[src/rtl/bus_arbiter.sv]
// Purpose: shares the memory bus between the processor and a second master (D), freezing the processor while D owns it.
// Latency: D is granted one cycle after d_req is seen with cool-down expired; d_rvalid follows a D read by one cycle.
// Backpressure: D holds d_req to wait for a grant; the processor is stalled via proc_run. ARB_STATS_EN adds a grant counter.
module bus_arbiter #(
  parameter int AW        = 16,
  parameter int DW        = 16,
  parameter int MAX_BURST = 4
) (
  input  logic          Clock,
  input  logic          Resetn,
  input  logic          run_in,
  output logic          proc_run,
  input  logic [AW-1:0] p_addr,
  input  logic [DW-1:0] p_dout,
  input  logic          p_w,
  input  logic          d_req,
  input  logic [AW-1:0] d_addr,
  input  logic [DW-1:0] d_dout,
  input  logic          d_w,
  output logic          d_gnt,
  output logic          d_rvalid,
  output logic [AW-1:0] bus_addr,
  output logic [DW-1:0] bus_dout,
  output logic          bus_w,
  output logic [15:0]   stat_cnt
);

  typedef enum logic [1:0] {P_OWN, D_OWN, D_TAIL} state_t;

  // The burst limit doubles as the processor's guaranteed run window after each tail.
  localparam logic [7:0] BURST_LAST = 8'(MAX_BURST - 1);
  localparam logic [7:0] COOL_LOAD  = 8'(MAX_BURST);

  state_t     state_q, state_d;
  logic [7:0] burst_q, burst_d;
  logic [7:0] cool_q, cool_d;
  logic       rvalid_q, rvalid_d;

  // Next-state: grant after cool-down, cap bursts, one tail cycle to refetch the processor's address.
  always_comb begin
    state_d  = state_q;
    burst_d  = burst_q;
    cool_d   = cool_q;
    rvalid_d = 1'b0;
    case (state_q)
      P_OWN: begin
        burst_d = 8'd0;
        cool_d  = (cool_q != 8'd0) ? cool_q - 8'd1 : 8'd0;
        if (d_req && (cool_q == 8'd0)) begin
          state_d = D_OWN;
        end
      end
      D_OWN: begin
        rvalid_d = ~d_w;
        if (!d_req || (burst_q == BURST_LAST)) begin
          state_d = D_TAIL;
          burst_d = 8'd0;
        end else begin
          burst_d = burst_q + 8'd1;
        end
      end
      D_TAIL: begin
        state_d = P_OWN;
        cool_d  = COOL_LOAD;
      end
      default: begin
        state_d = P_OWN;
        burst_d = 8'd0;
        cool_d  = 8'd0;
      end
    endcase
  end

  // State and counter registers.
  always_ff @(posedge Clock or negedge Resetn) begin
    if (!Resetn) begin
      state_q  <= P_OWN;
      burst_q  <= 8'd0;
      cool_q   <= 8'd0;
      rvalid_q <= 1'b0;
    end else begin
      state_q  <= state_d;
      burst_q  <= burst_d;
      cool_q   <= cool_d;
      rvalid_q <= rvalid_d;
    end
  end

  // Bus mux and processor gating, purely from state; the tail re-presents p_addr with writes suppressed.
  always_comb begin
    bus_addr = p_addr;
    bus_dout = p_dout;
    bus_w    = 1'b0;
    proc_run = 1'b0;
    d_gnt    = 1'b0;
    case (state_q)
      P_OWN: begin
        bus_w    = p_w;
        proc_run = run_in;
      end
      D_OWN: begin
        bus_addr = d_addr;
        bus_dout = d_dout;
        bus_w    = d_w;
        d_gnt    = 1'b1;
      end
      default: begin
        bus_w = 1'b0;
      end
    endcase
  end

  assign d_rvalid = rvalid_q;

`ifdef ARB_STATS_EN
  logic [15:0] stat_q, stat_d;

  // Count D-owned cycles, saturating rather than wrapping.
  always_comb begin
    stat_d = stat_q;
    if ((state_q == D_OWN) && (stat_q != 16'hFFFF)) begin
      stat_d = stat_q + 16'd1;
    end
  end

  // Statistics register, cleared only by reset.
  always_ff @(posedge Clock or negedge Resetn) begin
    if (!Resetn) begin
      stat_q <= 16'd0;
    end else begin
      stat_q <= stat_d;
    end
  end

  assign stat_cnt = stat_q;
`else
  assign stat_cnt = 16'h0000;
`endif

endmodule

[config.mk]
export PLATFORM = sky130hd
export DESIGN_NAME = bus_arbiter
export DESIGN_NICKNAME = d
export VERILOG_FILES = /design/src/rtl/bus_arbiter.sv
export SDC_FILE = /design/constraint.sdc
export NUM_CORES = 1
export LEC_CHECK = 0
export CORE_MARGIN = 3
export CORE_UTILIZATION = 30
export CTS_BUF_LIST = sky130_fd_sc_hd__clkbuf_8 sky130_fd_sc_hd__clkbuf_16
export DETAILED_ROUTE_END_ITERATION = 12
export GPL_TIMING_DRIVEN = 0
export PLACE_DENSITY = 0.74
export SKIP_LAST_GASP = 1
export SLEW_MARGIN = 20
export SYNTH_ARGS = -nofsm -noshare
export SYNTH_HDL_FRONTEND = slang
export SYNTH_SLANG_ARGS = --single-unit
[constraint.sdc]
create_clock -name Clock -period 2.15 [get_ports Clock]
set_input_delay 0.43 -clock Clock [delete_from_list [all_inputs] [get_ports Clock]]
set_output_delay 0.43 -clock Clock [all_outputs]
set_load 0.01 [all_outputs]
**Yosys cells after proc, flatten, opt, wreduce, memory -nomap -nowiden**

Index checks and enable logic that the tools add are counted.

- RAM bits: 0
- Memories kept: 0
- Bits in latches: 0
- ROM bits: 0
- Bits in registers: 19
- Word-level logic and storage cells: 32

- Add/sub/neg operators: 2
- $lt $le $gt $ge: 0
- Eq/ne operators: 5
- Shift operators: 0
- $mul: 0
- Bitwise gates (word level): 1
- Divide/modulo/power cells: 0
- Multiplexer cells: 13
- Reduce and logical (&&, ||, !) cells: 7

Operators with widths:

| kind | count |
|---|---|
| 16-bit 2-to-1 mux | 2 |
| 8-bit case mux with 3 select lines | 1 |
| 8-bit 2-to-1 mux | 2 |
| 8-bit case mux with 2 select lines | 1 |
| 8-bit by 1-bit adder with 8-bit output (second input constant) | 1 |
| 8-bit by 2-bit equality test with 1-bit output (second input constant) | 1 |
| 8-bit logical NOT | 1 |
| 8-bit nonzero test | 1 |
| 8-bit by 1-bit subtractor with 8-bit output (second input constant) | 1 |
| 2-bit 2-to-1 mux | 2 |
| 2-bit inequality test (second input constant) | 2 |
| 2-bit case mux with 2 select lines | 1 |
| 1-bit 2-to-1 mux | 3 |
| 2-bit by 1-bit equality test with 1-bit output (second input constant) | 1 |
| 2-bit equality test (second input constant) | 1 |
| 2-bit logical NOT | 1 |
| 1-bit case mux with 2 select lines | 1 |
| 2-bit AND reduction | 1 |
| 1-bit logical AND | 1 |
| 1-bit logical NOT | 1 |
| 1-bit logical OR | 1 |
| 1-bit inverter | 1 |

**Logic depth before layout (Yosys ltp)**

- Word-level depth: 4
- Depth in mapped cells: 6
- Depth with buffers taken out: 6

**Least setup slack after synthesis**

No wires, ideal clock.

- Path type: register to register
- From: reg cool_q[5]
- To: reg cool_q[3]
- Cell stages (with the launch flop): 5
- Buffers on the path: 0
- Setup slack: 0.488 ns
- Required time: 2.031 ns
- Data arrival time: 1.543 ns
- Period minus slack after synthesis: 1.662 ns
- Path through: dfrtp_1 or4_4 o41ai_4 o211ai_1 o21a_1

- Cells in the longest elaborated chain, start to end: 3

RTL lines:

| what | line | RTL |
|---|---|---|
| from (decl) | 36 | `logic [7:0] cool_q, cool_d;` |
| from (signal assigned) | 84 | `cool_q <= cool_d;` |
| 8-bit nonzero test | 48 | `cool_d = (cool_q != 8'd0) ? cool_q - 8'd1 : 8'd0;` |
| 8-bit 2-to-1 mux | 48 |  |
| 8-bit case mux with 3 select lines | 45 | `case (state_q)` |

No other way between the ends.
A chain may end at the register's enable or synchronous reset.

**Worst setup path in the final report**

- From: in d_w
- To: out bus_w

- Cells in the longest elaborated chain, start to end: 1

RTL lines:

| what | line | RTL |
|---|---|---|
| from (decl) | 19 | `input logic d_w,` |
| 1-bit case mux with 2 select lines | 96 | `case (state_q)` |
| to (decl) | 24 | `output logic bus_w,` |

No other way between the ends.

==> results by group <==
Outcome
  – Status: completed

Global route
  – Initial antenna violation count: 0
  – Vias in the first global route: 1,921
  – First-pass GRT wire length: 8540 um
  – GRT Util Overall: 0.172
  – Gr ovfl total: 0
  – Largest net degree at the start of global routing: 20

Route
  – 1st-pass router iterations: 4
  – Total number of vias: 1,866
  – Wire per inst: 12.2 um
  – Vias/cell: 4.45
  – Final ANT Viol Nets: 0
  – Drt initial violations: 103
  – WL final: 5130 um
  – # DRC: 0

Clocking
  – Clk Latency, worst-skew pair: 270 ps
  – Num CTS Buffers: 3
  – CTS sink count: 19
  – Hold_buf cts: 0
  – Clk slew on worst S/H paths: 80 ps
  – Clk root buf: clkbuf_8
  – CTS tree: yes
  – Clock Path Buffers: 2
  – Htree depth: 1

STA
  – Final hold slack: 488 ps
  – Final Worst Setup Slack: 81.4 ps
  – Max Clock Skew: 7.34 ps
  – Crit path time final: 2070 ps
  – Period utilization: 0.962
  – Slew HR: 0.405
  – Number of hold violations in the final report: 0
  – F_max: 0.483 GHz
  – Worst slew pin tran: 889 ps
  – Slew Limit Fails: 0
  – Setup violators final: 0

Placement
  – Routability Congestion: 0.827
  – DP Wirelength: 4210 um
  – Placed cell count: 413
  – Worst slack, placed: -226 ps
  – Port Buffers: 105

Cells and area
  – Final core occ: 0.589
  – Antenna Cells: 0
  – Nets: 426
  – Commonest non-fill, non-tap cell in the layout: nand2_1
  – Area of the multi-input gates: 940 sq um
  – Fillers: 473
  – Reg area: 477 sq um
  – Area Growth Syn to Fin: 85.4%
  – Most frequent cells in the layout: 102 x nand2_1, 72 x clkdlybuf4s50_1, 28 x dlygate4sd2_1, 20 x buf_4, 18 x dfrtp_1
  – Layout cells sized above 1: 0.114
  – Final Non-Filler Cells: 419

Power
  – Design Power: 1.76 mW
  – Pwr dens: 621 mW/mm^2
  – Max rail drop VDD: 0.000275 V
  – Leak pwr: 1.45 nW

Yosys
  – Synth cell types: 40
  – Gate Count Post-Synth: 226
  – Seq/Total Area, Yosys: 0.311
  – Synth area leaders: dfrtp_1 31%, nand2_1 25%, buf_4 7.8%
  – Syn. warnings: 0
  – Cell taking the most area after synthesis: dfrtp_1
  – Flops & latches, synth: 19
  – Syn avg cell area: 6.77 sq um
  – Mapped cell area: 0.00153 sq mm
  – Share of the synthesized area in the top cell type: 0.311

Floorplan
  – Die W: 77.4 um
  – # rows: 25
  – Die Ht: 77.4 um
  – Core area: 0.00482 sq mm
  – Initial core utilization: 0.318
  – Total die area: 0.00599 sq mm
  – # IOs: 122

Critical path
  – WP data arrival: 1640 ps
  – Critical path type: in2out
  – Crit Path Max Fanout: 2
  – Startpoint type of the worst setup path: primary input
  – Worst EP required: 1720 ps
  – CP Capture Type: primary output

Flow run
  – Max_cap viols: 0

Min path
  – Min-delay worst type: reg2reg
layout make-up:
cell class	count	share of cell area
timing repair buffer	107	0.368
clock buffer	3	0.0146
tap	67	0.0296
clock inverter	1	0.00176
buffer	25	0.0745
inverter	8	0.0124
multi-input combinational	189	0.331
sequential	19	0.168
flip-flops by register name, indices dropped and copies added, names as in the netlist:
name / cells
d_rvalid: 1
burst_q: 8
cool_q: 8
state_q: 2
critical path, cell delays in order:
cell             delay (ps)
clkdlybuf4s50_1         490
mux2i_1                  80
nor2_1                  100
clkdlybuf4s50_1         550
through the flow:
| stage | area, sq um | setup TNS [ps] |
|---|---|---|
| 2_1_floorplan | 1590 | 0 |
| 3_3_place_gp | 2720 | -5620 |
| 3_5_place_dp | 2720 | -5410 |
| 4_1_cts | 2800 | -644 |
| 5_1_grt | 2840 | -8.29 |
| 6_report | 2840 | 0 |
synth_stat cells (all sizes together):
cell type,instances
a31o,1
a21oi,7
clkbuf,3
o22ai,1
nor4b,1
or2,1
or4,1
nand2b,4
o21ai,6
inv,7
and2,1
a21o,1
nand2,102
or3b,1
o41ai,1
o21a,1
a22o,2
nor2,6
o311ai,1
dfrtp,19
nor4,1
nand3,7
o211ai,1
or3,6
and3,3
mux2i,3
o2bb2ai,1
a31oi,2
a211o,1
nand3b,1
ha,3
clkinv,1
buf,22
nor3,4
nor2b,2
conb,1
what timing repair did:
action | in CTS | in global routing
hold endpoints to repair | 0 | 0
pin swaps | 0 | 1
gates resized for setup | 52 | 8
endpoints found under the setup margin | 34 | 9
setup buffers | 0 | 2
worst paths after layout:
kind / depth (start not counted) / start / end / slack [ps]
worst max-delay path: 4 / d_w / bus_w / 80
worst min-delay path: 1 / burst_q[7] / burst_q[7] / 490
worst max register to register: 4 / cool_q[5] / cool_q[6] / 350
worst min register to register: 1 / burst_q[7] / burst_q[7] / 490
max in group asynchronous: 1 / Resetn / state_q[1] / 880
min in group asynchronous: 1 / Resetn / burst_q[0] / 660
per-layer routing:
metal / vias up / global-route usage / share of wire
li1: 962 / - / -
met1: 827 / 0.192 / 0.39
met2: 72 / 0.305 / 0.50
met3: 5 / 0.0754 / 0.10
met4: 0 / 0.0285 / 0.0082
met5: - / 0 / 0
cell families (layout without fill, tap and decap cells):
family	Yosys count	in the layout	synth area share
compound gates	26	26	0.122
fa+ha+maj	3	3	0.0245
buf+inv	33	144	0.122
flops	19	19	0.311
mux	3	3	0.0196
other cells	1	16	0.00245
simple gates	141	141	0.399
report_power, final:
group | internal [mW] | total (mW) | switching, mW
Clock | 0.129 | 0.261 | 0.131
Combinational | 0.509 | 0.970 | 0.460
Sequential | 0.440 | 0.530 | 0.0899
No activity file was read; power rests on OpenSTA's default activity.
